--- src/rtl/reg_dst_pipe.sv ---
// reg_dst_pipe
//   Picks a destination register index from the instruction fields according to
//   RegDst. It then carries that index through a STAGES-deep {valid, addr} delay
//   line that ends in a write-back strobe. While an entry is in flight it can
//   flag read-after-write hazards for two source addresses.
//
// Ports
//   clk, reset              clock; asynchronous active-high reset
//   RegDst                  000 rt, 001 rd, 010 REG_RA, 011 REG_SP, 100 rs, others illegal
//   in_rt, in_rd, in_rs     candidate destination fields
//   issue, stall, flush     enter new entry / freeze pipe / drop all in-flight entries
//   qa, qb                  source addresses checked against pending destinations
//   ready                   ~stall
//   wb_addr, wb_valid       write-back destination and strobe (last stage)
//   hazard_a, hazard_b      qa/qb matches a valid in-flight destination
//   pending_cnt             number of valid in-flight entries
//   sel_err                 sticky: an illegal RegDst was issued while not stalled
module reg_dst_pipe #(
  parameter int ADDR_W = 5,
  parameter int STAGES = 3,
  parameter int REG_RA = 31,
  parameter int REG_SP = 29
) (
  input  logic                         clk,
  input  logic                         reset,
  input  logic [2:0]                   RegDst,
  input  logic [ADDR_W-1:0]            in_rt,
  input  logic [ADDR_W-1:0]            in_rd,
  input  logic [ADDR_W-1:0]            in_rs,
  input  logic                         issue,
  input  logic                         stall,
  input  logic                         flush,
  input  logic [ADDR_W-1:0]            qa,
  input  logic [ADDR_W-1:0]            qb,
  output logic                         ready,
  output logic [ADDR_W-1:0]            wb_addr,
  output logic                         wb_valid,
  output logic                         hazard_a,
  output logic                         hazard_b,
  output logic [$clog2(STAGES+1)-1:0]  pending_cnt,
  output logic                         sel_err
);

  localparam int CNT_W = $clog2(STAGES + 1);

  typedef enum logic [2:0] {
    SEL_RT = 3'b000,
    SEL_RD = 3'b001,
    SEL_RA = 3'b010,
    SEL_SP = 3'b011,
    SEL_RS = 3'b100
  } sel_e;

  logic [STAGES-1:0]             valid_q, valid_d;
  logic [STAGES-1:0][ADDR_W-1:0] addr_q, addr_d;
  logic [CNT_W-1:0]              cnt_q, cnt_d;
  logic                          sel_err_q, sel_err_d;

  logic [ADDR_W-1:0]             sel_addr;
  logic                          sel_legal;

  // Destination select
  always_comb begin
    sel_addr  = '0;
    sel_legal = 1'b1;
    case (RegDst)
      SEL_RT:  sel_addr = in_rt;
      SEL_RD:  sel_addr = in_rd;
      SEL_RA:  sel_addr = ADDR_W'(REG_RA);
      SEL_SP:  sel_addr = ADDR_W'(REG_SP);
      SEL_RS:  sel_addr = in_rs;
      default: sel_legal = 1'b0;
    endcase
  end

  // Pipe next state. Flush wins over stall; address fields are left alone on
  // flush because nothing reads them while valid is low.
  always_comb begin
    valid_d = valid_q;
    addr_d  = addr_q;
    if (flush) begin
      valid_d = '0;
    end else if (!stall) begin
      // Register 0 is never a real destination, so it never occupies a slot.
      valid_d[0] = issue && sel_legal && (sel_addr != '0);
      addr_d[0]  = sel_addr;
      for (int k = 1; k < STAGES; k++) begin
        valid_d[k] = valid_q[k-1];
        addr_d[k]  = addr_q[k-1];
      end
    end
  end

  // The count is registered alongside the stages so it always matches them.
  always_comb begin
    cnt_d = '0;
    for (int i = 0; i < STAGES; i++) begin
      cnt_d = cnt_d + CNT_W'(valid_d[i]);
    end
  end

  assign sel_err_d = sel_err_q | (issue & ~stall & ~sel_legal);

  always_ff @(posedge clk or posedge reset) begin
    if (reset) begin
      valid_q   <= '0;
      addr_q    <= '0;
      cnt_q     <= '0;
      sel_err_q <= 1'b0;
    end else begin
      valid_q   <= valid_d;
      addr_q    <= addr_d;
      cnt_q     <= cnt_d;
      sel_err_q <= sel_err_d;
    end
  end

  // Hazard lookup is driven by stage state only. An entry that is being issued
  // in this cycle is not visible until the next cycle.
  always_comb begin
    hazard_a = 1'b0;
    hazard_b = 1'b0;
    for (int i = 0; i < STAGES; i++) begin
      if (valid_q[i] && (addr_q[i] == qa) && (qa != '0)) hazard_a = 1'b1;
      if (valid_q[i] && (addr_q[i] == qb) && (qb != '0)) hazard_b = 1'b1;
    end
  end

  assign ready       = ~stall;
  assign wb_addr     = addr_q[STAGES-1];
  assign wb_valid    = valid_q[STAGES-1] & ~stall;
  assign pending_cnt = cnt_q;
  assign sel_err     = sel_err_q;

endmodule
--- config.mk ---
export PLATFORM = sky130hd
export DESIGN_NAME = reg_dst_pipe
export DESIGN_NICKNAME = d
export VERILOG_FILES = /design/src/rtl/reg_dst_pipe.sv
export SDC_FILE = /design/constraint.sdc
export NUM_CORES = 1
export LEC_CHECK = 0
export ABC_AREA = 1
export BUFFER_PORTS_ARGS = -buffer_cell sky130_fd_sc_hd__buf_2
export CAP_MARGIN = 15
export CORE_MARGIN = 2
export CORE_UTILIZATION = 25
export DETAILED_ROUTE_END_ITERATION = 8
export PLACE_DENSITY_LB_ADDON = 0.12
export SYNTH_ARGS = -nofsm -noshare
export SYNTH_HDL_FRONTEND = slang
export SYNTH_SLANG_ARGS = --single-unit
export TNS_END_PERCENT = 5
--- constraint.sdc ---
create_clock -name clk -period 1.5 [get_ports clk]
set_clock_uncertainty 0.15 [all_clocks]
set_input_delay 0.3 -clock clk [delete_from_list [all_inputs] [get_ports clk]]
set_output_delay 0.3 -clock clk [all_outputs]
set_load 0.1 [all_outputs]
# After elaboration in Yosys (flattened, before gate mapping)
# Cells that the tools add are included.
word_totals:
  elab_cells: 55
  ff_bits: 21
op_classes:
  n_eq_ne: 10
  addsub: 2
  reduce_logical: 20
  bitwise_logic: 7
  mux: 10
op_table:
  columns: ["operator", "n"]
  rows:
  - ["$eq 5x5->1", 6]
  - ["$pmux 5 s5", 1]
  - ["$reduce_bool 5->1", 3]
  - ["$logic_and 1x1->1", 14]
  - ["$mux 1", 7]
  - ["$eq 3x2->1 const B", 2]
  - ["$mux 3", 2]
  - ["$reduce_or 5->1", 1]
  - ["$and 1x1->1", 3]
  - ["$eq 3x1->1 const B", 1]
  - ["$eq 3x3->1 const B", 1]
  - ["$logic_not 3->1", 1]
  - ["$not 1->1", 3]
  - ["$add 1x1->2", 1]
  - ["$add 2x1->2", 1]
  - ["$reduce_and 2->1", 1]
  - ["$or 1x1->1", 1]

# Longest topological paths before layout
# Gate-level depths: netlist of run 1.
logic_depth:
  word_depth: 9
  ltp_mapped: 9
  mapped_depth_nobuf: 8

# Least setup slack after synthesis of run 1
# No wires, ideal clock.
synth_timing:
  path_type: "in2reg"
  start: "input port stall"
  end: "register cnt_q[0], in the netlist pending_cnt[0]"
  required_ns: 1.214
  cell_stages: 6
  t_arrival_ns: 2.017
  path_slack_ns: -0.803
  path_buffers: 1
  setup_ns: 0.136
  path_cell_list: "buf_2 inv_1 nand3_1 o21bai_2 a21oi_1 fa_1"
synth_via:
  elab_chain_len: 4
synth_rtl:
  columns: ["element", "line", "text"]
  rows:
  - ["start: declaration", "31", "input logic stall,"]
  - ["$mux 3", "83", "end else if (!stall) begin"]
  - ["$mux 3", "81", "if (flush) begin"]
  - ["named net valid_d[0]", "54", "logic [STAGES-1:0] valid_q, valid_d;"]
  - ["$add 1x1->2", "98", "cnt_d = cnt_d + CNT_W'(valid_d[i]);"]
  - ["$add 2x1->2", "98", null]
  - ["named net cnt_d[0]", "56", "logic [CNT_W-1:0] cnt_q, cnt_d;"]
  - ["end signal: assignment", "113", "cnt_q <= cnt_d;"]
  - ["end: declaration", "56", null]
# The timed path passes the listed nets, and every way through them passes these cells.
# A chain may end at the register's enable or synchronous reset.

# Worst setup path in the final report of run 1
layout_timing:
  start: "register addr_q[3] in the netlist's numbering"
  end: "output port hazard_b"
layout_via:
  elab_chain_len: 6
layout_rtl:
  columns: ["element", "line", "text"]
  rows:
  - ["start: declaration", "55", "logic [STAGES-1:0][ADDR_W-1:0] addr_q, addr_d;"]
  - ["start signal: assignment", "112", "addr_q <= addr_d;"]
  - ["$eq 5x5->1", "125", "if (valid_q[i] && (addr_q[i] == qb) && (qb != '0)) hazard_b = 1'b1;"]
  - ["$logic_and 1x1->1 (2 in series)", "125", null]
  - ["$mux 1 (3 in series)", "125", null]
  - ["end: declaration", "39", "output logic hazard_b,"]
# No other way between the ends.

==> results by group, run 1 <==
Status
  – Status: finished with violations
  – Violated checks: negative setup slack

Worst setup path
  – Crit path DAT: 1.57 ns
  – Worst Setup End Kind: output port
  – Startpoint types: flop
  – Reg2reg setup slack: -0.08 ns
  – Critical Path Sink: hazard_b
  – Setup CP Type: flop to output port
  – Crit-path max FO: 4
  – Slowest stage delay, CP: 0.41 ns
  – Worst path depth: 6
  – Crit-path slowest cell: dfrtp_1
  – Crit path from: addr_q[3]
  – Worst EP required: 1.05 ns
  – Critical path buffers and inverters: 1
  – Worst R2R Start: valid_q[0]
  – CP Cell Sequence: or2_0 -> a21oi_1 -> nand4_1 -> nand3b_1 -> nand3_2 -> buf_12
  – R2r worst-path depth: 5
  – Crit path max-delay family: simple AND/OR/NAND/NOR gates
  – R2r endpoint: pending_cnt[0]

Timing
  – Slew headroom: between 70% and 80%
  – Worst hold slack: 0.148 ns
  – Fmax: slightly below 500 MHz
  – Hold Fails Final Rpt: 0
  – Worst slew pin tran: between 0.3 and 0.4 ns
  – Max Slew Vio Count: 0
  – Period utilization: 135%
  – RSZ-0062 raised after global routing: true
  – Setup violators final: 6
  – Final Worst Setup Slack: -0.522 ns
  – Final min period: 2.02 ns

Floorplan
  – Standard-cell rows: 27
  – Die W: about 80 um
  – Die height: around 80 um
  – IO Count: 45
  – Die area: 6350 um2
  – Core ar.: between 5000 and 6000 um2
  – Initial Util: 26.0%

Place
  – Port Buf Inserts: 44
  – Routability Congestion: around 0.91
  – Dpl hpwl: 3380 um
  – Placed standard-cell area: between 2000 and 2500 um2

Cells and area
  – Share of cells above drive strength 1: about 40%
  – Final layout net count: 299
  – Cell area after layout: 2270 um2
  – FILL cells: 596
  – Layout overhead on the synthesized area: 58.6%
  – Ant. Diodes: 0
  – Multi-input gate area: a little under 800 um2
  – Register area: 528 um2

Routing
  – Post-route ant nets: 0
  – # DRC: 0
  – Vias: ~1500
  – WL final: 4100 um
  – Drt pass-1 iters: 4
  – DR WL/cell: 12.2 um
  – Number of DRC markers in iteration 0: 62
  – Vias per cell: between 4 and 5

Global routing
  – Vias in the first global route: 1556
  – Total track usage: 14.0%
  – First-pass GRT wire length: about 7000 um
  – Initial antenna violation count: 0
  – Largest net degree at the start of global routing: 22
  – Congestion Overflow GR: 0

Clock tree
  – Clock Latency Late Sink: 0.27 ns
  – CTS tree: built
  – Clock tree root driver cell: clkbuf_8
  – TritonCTS Sinks: 21
  – Maximum root-to-sink buffer count: 2
  – H-tree depth: 1
  – Num CTS Buffers: 3
  – Clock-pin slew on the worst setup and hold paths: 0.08 ns

Synthesis
  – Sequential-to-total area share from yosys stat: 36.7%
  – Avg Inst Size Synth: 7.74 um2
  – Cell variety after synth: 28
  – Mapped Area: about 1400 um2
  – Ys Warns: 0
  – Synth Instances: 185
  – Post-synthesis register bit count: 21
  – Syn_nets: between 200 and 250

Pwr
  – Static Leak: 1.09 nW
  – Pwr dens: 923 nW/um2
  – Peak supply drop: around 0.00035 V

Flow run
  – Max Cap Viol: 0

Hold path
  – Hold Crit Class: input port to flop
  – Worst hold start: issue
==> power by group <==
group	total (mW)	internal, mW	leakage, nW	switching, mW
Sequential	0.735	0.643	0.267	0.0918
Clock	0.389	0.190	0.0228	0.199
Combinational	0.972	0.425	0.804	0.547
Total	2.10	1.26	1.09	0.837
==> flip-flops by register name, indices dropped and copies added (netlist names) <==
| register | cells |
|---|---|
| pending_cnt | 2 |
| addr_q | 10 |
| sel_err | 1 |
| wb_addr | 5 |
| valid_q | 3 |
==> through the flow <==
step | total power, mW | worst slack, ns | util [%] | cells | TNS [ns]
after global routing | 2.21 | -0.610 | 41.2 | 336 | -1.68
after global placement | 1.71 | -0.407 | 39.8 | 330 | -1.22
after floorplan | 1.29 | -0.422 | - | 185 | -1.45
after CTS | 2.12 | -0.535 | 41.2 | 336 | -1.27
after detailed placement | 1.71 | -0.430 | 39.8 | 330 | -1.26
final | 2.10 | -0.522 | 41.2 | 336 | -1.19
==> what timing repair did <==
action                                 in CTS  in global routing
setup endpoints to repair                   6                  6
pin swaps                                   5                  0
gates resized for setup                     5                  1
endpoints found under the hold margin      21                  0
hold buffers                                1                  0
buffers inserted                            1                  0
==> worst min path at each step <==
stage,cells past startpoint,endpoint
floorplan,1,addr_q[0]
global placement,3,pending_cnt[1]
detailed placement,3,pending_cnt[1]
CTS,3,sel_err
global route,3,valid_q[0]
finish,3,sel_err
==> cells in the final DEF, fill, tap and decap left out, types with 4 or more instances in the layout <==
cell type  instances
buf_4             37
buf_2             32
nand2_1           30
dfrtp_1           19
inv_1             17
o21ai_0           14
nand3_1           13
buf_12            13
nand4_1           10
xor2_1             9
nor2_1             8
o22ai_1            8
a211oi_1           6
o21ai_1            5
nand3_2            4
nor3_1             4
a21oi_1            4
==> cell type report <==
type / instances / area share [%]
sequential: 21 / 23.3
tap: 72 / 3.97
timing repair buffer: 85 / 32.2
inverter: 21 / 3.64
clock buffer: 4 / 1.98
multi-input combinational: 133 / 35.0
==> logic make-up after synthesis <==
| family | count (synthesis) | share of synthesized area (%) |
|---|---|---|
| flip-flops | 21 | 36.7 |
| buffers and inverters | 31 | 10.2 |
| AO/OA/AOI/OAI | 43 | 18.2 |
| adder cells (fa/ha/maj) | 1 | 1.40 |
| XOR/XNOR | 12 | 7.34 |
| AND/OR/NAND/NOR | 77 | 26.1 |
==> per-layer routing <==
metal | wire length, um | GRT usage (%) | up-vias
met2 | 1940 | 24.2 | 43
met4 | 102 | 6.55 | 0
li1 | - | - | 791
met1 | 1850 | 16.8 | 690
met5 | 0 | 0 | -
met3 | 204 | 2.38 | 9
==> Yosys cell counts <==
| cell type | count | area [um2] |
|---|---|---|
| a211oi_1 | 6 | 45.0 |
| a21oi_1 | 5 | 25.0 |
| a221oi_1 | 3 | 26.3 |
| buf_2 | 3 | 15.0 |
| buf_4 | 5 | 37.5 |
| buf_6 | 1 | 11.3 |
| clkbuf_1 | 1 | 3.75 |
| dfrtp_1 | 21 | 526 |
| fa_1 | 1 | 20.0 |
| inv_1 | 19 | 71.3 |
| inv_2 | 2 | 7.51 |
| nand2_1 | 30 | 113 |
| nand3_1 | 16 | 80.1 |
| nand3_2 | 1 | 10.0 |
| nand3b_1 | 1 | 7.51 |
| nand4_1 | 10 | 62.6 |
| nor2_1 | 9 | 33.8 |
| nor2_2 | 3 | 18.8 |
| nor2_4 | 2 | 22.5 |
| nor3_1 | 4 | 20.0 |
| o21ai_0 | 14 | 70.1 |
| o21ai_1 | 5 | 25.0 |
| o21bai_1 | 1 | 7.51 |
| o21bai_2 | 1 | 11.3 |
| o22ai_1 | 8 | 50.1 |
| or2_0 | 1 | 6.26 |
| xnor2_1 | 3 | 26.3 |
| xor2_1 | 9 | 78.8 |
==> worst register-to-register path, stage by stage (launching register included) <==
cell and delay, ns:
dfrtp_1 0.38, buf_4 0.12, nor2_1 0.03, a211oi_1 0.21, buf_4 0.17, fa_1 0.40
No activity file was read; power rests on OpenSTA's default activity.
==> inputs of run 2 (changes only) <==
--- a/config.mk
+++ b/config.mk
@@ -7,9 +7,8 @@
 export LEC_CHECK = 0
 export ABC_AREA = 1
 export BUFFER_PORTS_ARGS = -buffer_cell sky130_fd_sc_hd__buf_2
-export CAP_MARGIN = 15
 export CORE_MARGIN = 2
-export CORE_UTILIZATION = 25
+export CORE_UTILIZATION = 46
 export DETAILED_ROUTE_END_ITERATION = 8
 export PLACE_DENSITY_LB_ADDON = 0.12
 export SYNTH_ARGS = -nofsm -noshare
==> run 2 against run 1 <==
The flow still finishes with violations (negative setup slack). Cell count decreased by 13%. Largest power group unchanged. Sequential power about the same. Clock power decreased by 27%. Global-route usage increased by 9.8 points. Final area decreased by 4.4%. Die area decreased by 44%. Routed wire length decreased by 7.0%. Non-clock buffer count decreased by 6.
==> results by group, run 2 (synthesized netlist as in run 1, its figures left out) <==
Routing
  – Vias per cell: 5.45 (+20%)
  – WL final: 3810 um (-7.0%)
  – Number of DRC markers in iteration 0: 49 (-21%)
  – Post-route ant nets: 0 (unchanged)
  – # DRC: 0 (unchanged)
  – Drt pass-1 iters: 5 (+1)
  – DR WL/cell: 13.1 um (+7.4%)
  – Vias: 1587 (+3.5%)

Place
  – Dpl hpwl: 3080 um (-8.7%)
  – Placed standard-cell area: 2070 um2 (-5.5%)
  – Port Buf Inserts: 44 (unchanged)
  – Routability Congestion: 1.02 (+12%)

Worst setup path
  – Crit-path slowest cell: dfrtp_1
  – Crit path DAT: 1.64 ns (+0.07 ns)
  – Critical Path Sink: hazard_b
  – Slowest stage delay, CP: 0.45 ns (+0.04 ns)
  – CP Cell Sequence: or2_1 -> a21oi_2 -> nand4_1 -> nand3b_1 -> nand3_2 -> buf_12
  – R2r worst-path depth: 5 (unchanged)
  – Worst path depth: 6 (unchanged)
  – Crit path max-delay family: simple AND/OR/NAND/NOR gates
  – R2r endpoint: pending_cnt[0]
  – Crit-path max FO: 4 (unchanged)
  – Startpoint types: flop
  – Reg2reg setup slack: -0.13 ns (-0.05 ns)
  – Crit path from: addr_q[3]
  – Setup CP Type: flop to output port
  – Worst R2R Start: valid_q[0]
  – Worst EP required: 1.05 ns (about the same)
  – Worst Setup End Kind: output port
  – Critical path buffers and inverters: 1 (unchanged)

Floorplan
  – Core ar.: 3000 um2 (-45%)
  – Standard-cell rows: 20 (-26%)
  – Initial Util: 47.7% (+22 points)
  – IO Count: 45 (unchanged)
  – Die height: 59.8 um (-25%)
  – Die area: 3570 um2 (-44%)
  – Die W: 59.8 um (-25%)

Flow run
  – Max Cap Viol: 0 (unchanged)

Timing
  – Setup violators final: 6 (unchanged)
  – Worst slew pin tran: 0.263 ns (-0.0500 ns)
  – Period utilization: 139% (+4.5 points)
  – Final Worst Setup Slack: -0.590 ns (-0.0677 ns)
  – RSZ-0062 raised after global routing: true
  – Hold Fails Final Rpt: 0 (unchanged)
  – Max Slew Vio Count: 0 (unchanged)
  – Setup_tns: -1.52 ns (-0.331 ns)
  – Slew headroom: 82.3% (+3.3 points)
  – Final min period: 2.09 ns (+0.0677 ns)
  – Fmax: 478 MHz (-3.2%)

Clock tree
  – CTS tree: built
  – H-tree depth: 1 (unchanged)
  – Clock-pin slew on the worst setup and hold paths: 0.13 ns (+0.05 ns)
  – Clock tree root driver cell: clkbuf_4
  – Num CTS Buffers: 3 (unchanged)
  – Clock Latency Late Sink: 0.31 ns (+0.04 ns)
  – TritonCTS Sinks: 21 (unchanged)
  – Maximum root-to-sink buffer count: 2 (unchanged)

Cells and area
  – Fin util: 72.3% (+31 points)
  – FILL cells: 243 (-59%)
  – Leading cell type in the layout, fill and taps excluded: buf_2
  – Final layout net count: 293 (-2.0%)
  – Share of cells above drive strength 1: 41.1% (+1.3 points)
  – Most frequent cells in the layout: buf_2 (32), buf_4 (30), nand2_1 (29)
  – Flip-flop count of the largest register after layout: 10 (unchanged)
  – Layout overhead on the synthesized area: 51.7%
  – Ant. Diodes: 0 (unchanged)
  – Cell area after layout: 2170 um2 (-4.4%)
  – Largest Register: addr_q

Global routing
  – Initial antenna violation count: 0 (unchanged)
  – Congestion Overflow GR: 0 (unchanged)
  – Largest net degree at the start of global routing: 22 (unchanged)
  – Vias in the first global route: 1589 (+2.1%)
  – First-pass GRT wire length: 6430 um (-8.0%)
  – Total track usage: 23.8% (+9.8 points)

Status
  – Violated checks: negative setup slack
  – Status: finished with violations

Hold path
  – Hold Crit Class: input port to flop

Pwr
  – Peak supply drop: 0.000488 V (+39%)
  – Pwr dens: 923 nW/um2 (about the same)
  – Static Leak: 1.05 nW (-3.6%)
run 2: cell count changes in the layout (fill, tap and decap cells not counted), sizes merged:
cell / delta
clkbuf: -1
buf: -6
clkinv: +1
run 2: routing by layer:
metal  part of all wire [%]  wire, um  GRT usage, %  vias to the layer above
li1                       -         -             -                      779
met1                     39      1490          27.1                      731
met2                     53      2030          42.5                       67
met3                    5.4       205          3.03                       10
met4                    2.2        83          12.7                        0
met5                      0         0             0                        -
run 2: area by class of cell:
cell class                      instances  area (um2)  share of cell area, %
Multi-Input combinational cell        133         810                   37.3
Timing Repair Buffer                   79         681                   31.4
Sequential cell                        21         529                   24.4
Inverter                               21        82.6                   3.80
Tap cell                               33        41.3                   1.90
Clock buffer                            3        22.5                   1.04
Clock inverter                          1        5.00                  0.231
run 2: through the flow:
| step | hold slack (ns) | power (mW) | std cells | setup slack (ns) |
|---|---|---|---|---|
| 4_1_cts | 0.101 | 1.98 | 289 | -0.600 |
| 5_1_grt | 0.0894 | 2.13 | 291 | -0.687 |
| 3_3_place_gp | 0.192 | 1.66 | 283 | -0.377 |
| 3_5_place_dp | 0.197 | 1.68 | 283 | -0.492 |
| 6_report | 0.104 | 2.00 | 291 | -0.590 |
| 2_1_floorplan | 0.127 | 1.29 | 185 | -0.422 |
run 2: worst min path at each step:
stage | to | startpoint | cells past startpoint | slack [ns]
final | sel_err | issue | 3 | 0.10
after global routing | sel_err | issue | 3 | 0.09
after CTS | sel_err | issue | 3 | 0.10
after detailed placement | addr_q[5] | reset | 3 | 0.20
after global placement | wb_addr[0] | reset | 3 | 0.19
after floorplan | addr_q[0] | reset | 1 | 0.13
run 2: repair_timing:
item / in CTS / in global routing
resized for setup: 5 / 10
setup buffers: 1 / 2
pin swaps: 5 / 2
hold buffers: 1 / 0
hold endpoints to repair: 21 / 0
endpoints found under the setup margin: 7 / 9
cloned: 0 / 0
run 2: report_power, final:
group,total (mW),internal [mW],switching [mW]
clock network,0.284,0.0996,0.185
logic,0.983,0.426,0.557
registers,0.737,0.644,0.0929
total,2.00,1.17,0.834
run 2: worst reg2reg max path, stage by stage, from the launching register on:
cell	delay, ns
dfrtp_1	0.42
buf_4	0.14
nor2_2	0.03
a211oi_1	0.19
buf_4	0.16
fa_2	0.43
==> inputs of run 3 (changes only) <==
--- a/config.mk
+++ b/config.mk
@@ -5,8 +5,9 @@
 export SDC_FILE = /design/constraint.sdc
 export NUM_CORES = 1
 export LEC_CHECK = 0
-export ABC_AREA = 1
 export BUFFER_PORTS_ARGS = -buffer_cell sky130_fd_sc_hd__buf_2
+export CAP_MARGIN = 40
+export CORE_ASPECT_RATIO = 0.9
 export CORE_MARGIN = 2
 export CORE_UTILIZATION = 46
 export DETAILED_ROUTE_END_ITERATION = 8
==> run 3 against run 2 <==
The flow still finishes with violations (negative setup slack). Non-clock buffer count increased by 5. Via count decreased by 17%. Sequential power increased by 7.9%. Global-route usage decreased by 2.5 points. Routed wire length decreased by 6.1%. Maximum frequency decreased by 9.9%. Total power increased by 24%. Cell count decreased by 11%. Flip-flop and latch count unchanged. Combinational power increased by 43%. Critical path type unchanged.
==> results by group, run 3 <==
Worst setup path
  – Crit path from: addr_q[1]
  – CP Cell Sequence: buf_4 -> xor2_1 -> nor4_1 -> and3_1 -> a31oi_1 -> a21oi_4 -> buf_12
  – Crit-path max FO: 3 (-1)
  – Slowest stage delay, CP: 0.43 ns (-0.02 ns)
  – Worst Setup End Kind: output port
  – Worst EP required: 1.05 ns (about the same)
  – Crit-path slowest cell: dfrtp_1
  – Worst R2R Start: valid_q[0]
  – R2r worst-path depth: 5 (unchanged)
  – Setup CP Type: flop to output port
  – Startpoint types: flop
  – Crit path DAT: 1.87 ns (+0.23 ns)

Timing
  – Slew headroom: 76.2% (-6.1 points)
  – Worst hold slack: 0.0928 ns (-0.0113 ns)
  – RSZ-0062 raised after global routing: true
  – Worst slew pin tran: 0.357 ns (+0.0944 ns)
  – Final Worst Setup Slack: -0.820 ns (-0.231 ns)
  – Setup violators final: 7 (+1)
  – Max Slew Vio Count: 0 (unchanged)
  – Period utilization: 155% (+15 points)
  – Hold Fails Final Rpt: 0 (unchanged)
  – Final min period: 2.32 ns (+0.231 ns)
  – Fmax: 431 MHz (-9.9%)

Global routing
  – Total track usage: 21.3% (-2.5 points)
  – First-pass GRT wire length: 5890 um (-8.5%)
  – Met1 GRT Util: 26.4% (-0.69 points)
  – Gr busiest metal: met2
  – Initial antenna violation count: 0 (unchanged)
  – Congestion Overflow GR: 0 (unchanged)
  – Met3 GRT Util: 3.41% (+0.38 points)
  – Largest net degree at the start of global routing: 22 (unchanged)
  – Vias in the first global route: 1303 (-18%)
  – Met2 GRT Util: 37.9% (-4.6 points)

Cells and area
  – Flip-flop count of the largest register after layout: 10 (unchanged)
  – Leading cell type in the layout, fill and taps excluded: buf_4
  – Share of cells above drive strength 1: 51.4% (+10 points)
  – Ant. Diodes: 0 (unchanged)
  – Largest Register: addr_q
  – Final layout net count: 253 (-14%)
  – Fin util: 73.8% (+1.5 points)
  – Most frequent cells in the layout: buf_4 (33), buf_2 (32), xor2_1 (24)
  – FILL cells: 242 (-0.41%)
  – Register area: 528 um2 (-0.24%)
  – Multi-input gate area: 867 um2 (+7.1%)
  – Layout overhead on the synthesized area: 55.1%
  – Final Instance Count excl. Fillers: 260 (-11%)

Place
  – Pre-CTS setup slack: -0.573 ns (-0.0813 ns)
  – Dpl hpwl: 2970 um (-3.8%)
  – Routability Congestion: 0.816 (-20%)
  – Placed cell count: 254 (-10%)
  – Port Buf Inserts: 44 (unchanged)

Pwr
  – Static Leak: 1.02 nW (-3.3%)
  – Peak supply drop: 0.000553 V (+13%)
  – Pwr dens: 1120 nW/um2 (+22%)

Synthesis
  – Sequential-to-total area share from yosys stat: 36.9% (+0.16 points)
  – Avg Inst Size Synth: 10.1 um2 (+31%)
  – Post-synthesis register bit count: 21 (unchanged)
  – Top-count cell post-synth: xor2_1
  – Synth Instances: 141 (-24%)
  – Synth top area share: 36.9% (+0.16 points)
  – Cell variety after synth: 37 (+32%)
  – Syn_nets: 175 (-20%)
  – Post-synth EDFFs: 0 (unchanged)
  – Synth top area cells: dfrtp_1 (37%), xor2_1 (15%), mux2_2 (7.9%)
  – Synth cell count leaders: xor2_1 (24), dfrtp_1 (21), nor2_1 (13)
  – Fraction of registers with async set/reset: 100% (unchanged)
  – Mapped Area: 1430 um2 (-0.44%)
  – Synth Flop Type: dfrtp_1
  – Ys Warns: 0 (unchanged)
  – Cell taking the most area after synthesis: dfrtp_1

Status
  – Status: finished with violations
  – Violated checks: negative setup slack

Floorplan
  – Die area: 3560 um2 (-0.38%)
  – Standard-cell rows: 19 (-5.0%)
  – Core ar.: 3000 um2 (-0.25%)
  – Die W: 62.7 um (+4.8%)
  – IO Count: 45 (unchanged)
  – Die height: 56.8 um (-5.0%)
  – Initial Util: 47.6% (-0.089 points)

Routing
  – Post-route ant nets: 0 (unchanged)
  – # DRC: 0 (unchanged)
  – WL final: 3580 um (-6.1%)
  – Drt pass-1 iters: 4 (-1)
  – Vias: 1319 (-17%)
  – Vias per cell: 5.07 (-7.0%)
  – DR WL/cell: 13.8 um (+5.0%)
  – Number of DRC markers in iteration 0: 45 (-8.2%)

Hold path
  – Worst hold start: issue
  – Worst hold stages: 3 (unchanged)
  – Hold Crit Class: input port to flop

Clock tree
  – CTS tree: built
  – Num CTS Buffers: 3 (unchanged)
  – Clock tree root driver cell: clkbuf_4
  – Clock-pin slew on the worst setup and hold paths: 0.12 ns (about the same)
  – Maximum root-to-sink buffer count: 2 (unchanged)
  – Clock Latency Late Sink: 0.31 ns (about the same)
  – TritonCTS Sinks: 21 (unchanged)
  – H-tree depth: 1 (unchanged)

Flow run
  – Max Cap Viol: 0 (unchanged)
[run 3: cell types whose count changed in the layout (fill, tap and decap cells not counted), moves of 5 or more]
| cell | previous run | this run |
|---|---|---|
| nand2_1 | 29 | 3 |
| mux2_2 | 0 | 10 |
| nand3_1 | 13 | 2 |
| nor4_1 | 0 | 5 |
| o22ai_1 | 8 | 0 |
| xor2_1 | 9 | 24 |
| o21ai_1 | 5 | 0 |
| nand4_1 | 10 | 0 |
| a211oi_1 | 5 | 0 |
| nor2_1 | 7 | 12 |
| o21ai_0 | 14 | 2 |
| inv_1 | 17 | 3 |
[run 3: report_power, final]
part | switching, mW | internal [mW]
combinational | 0.743 | 0.669
sequential | 0.119 | 0.675
clock | 0.175 | 0.104
[run 3: path summary, 6_finish.rpt]
check	to	slack [ns]
setup reg to reg	pending_cnt[0]	-0.26
max in group asynchronous	valid_q[2]	0.56
min in group asynchronous	addr_q[1]	0.40
hold / removal	sel_err	0.09
hold reg to reg	sel_err	0.40
setup / recovery	hazard_a	-0.82
[run 3: worst max-delay path, delay by kind of cell, from the launching register on]
family	cells	cell delay [ns]
AOI/OAI and AO/OA	2	0.22
xor gates and xnor gates	1	0.15
buffers and inverters	2	0.34
DFF	1	0.43
and+or+nand+nor	2	0.42
[run 3: through the flow]
step	instance area [um2]	power [mW]	TNS [ns]
2_1_floorplan	1460	1.60	-2.17
3_3_place_gp	2120	2.11	-2.36
3_5_place_dp	2120	2.14	-2.61
4_1_cts	2190	2.48	-2.19
5_1_grt	2210	2.61	-2.47
6_report	2210	2.49	-2.13
[run 3: cell type report]
cell class	count	share of cell area [%]
Multi-Input combinational cell	106	39.2
Sequential cell	21	23.9
Inverter	3	0.509
Tap cell	42	2.38
Clock buffer	4	1.19
Timing Repair Buffer	84	32.8
[run 3: metal layers]
metal	wire (um)	part of all wire, %	vias up
met5	0	0	-
met4	35	0.98	0
met3	179	5.0	4
met2	1820	51	48
met1	1540	43	621
li1	-	-	646
[run 3: cell families after synthesis]
logic type / synth area share, %
multiplexers: 10.9
buffers and inverters: 6.32
AND/OR/NAND/NOR: 16.9
flip-flops: 36.9
XOR/XNOR: 18.4
adder cells (fa/ha/maj): 1.40
AO/OA/AOI/OAI: 9.13
[run 3: repair_timing]
action / in CTS / in global routing
setup buffers: 1 / 0
resized for setup: 7 / 7
hold endpoints to repair: 21 / 0
endpoints found under the setup margin: 8 / 10
gates cloned: 0 / 0
pin swaps: 2 / 3
hold buffers: 1 / 0
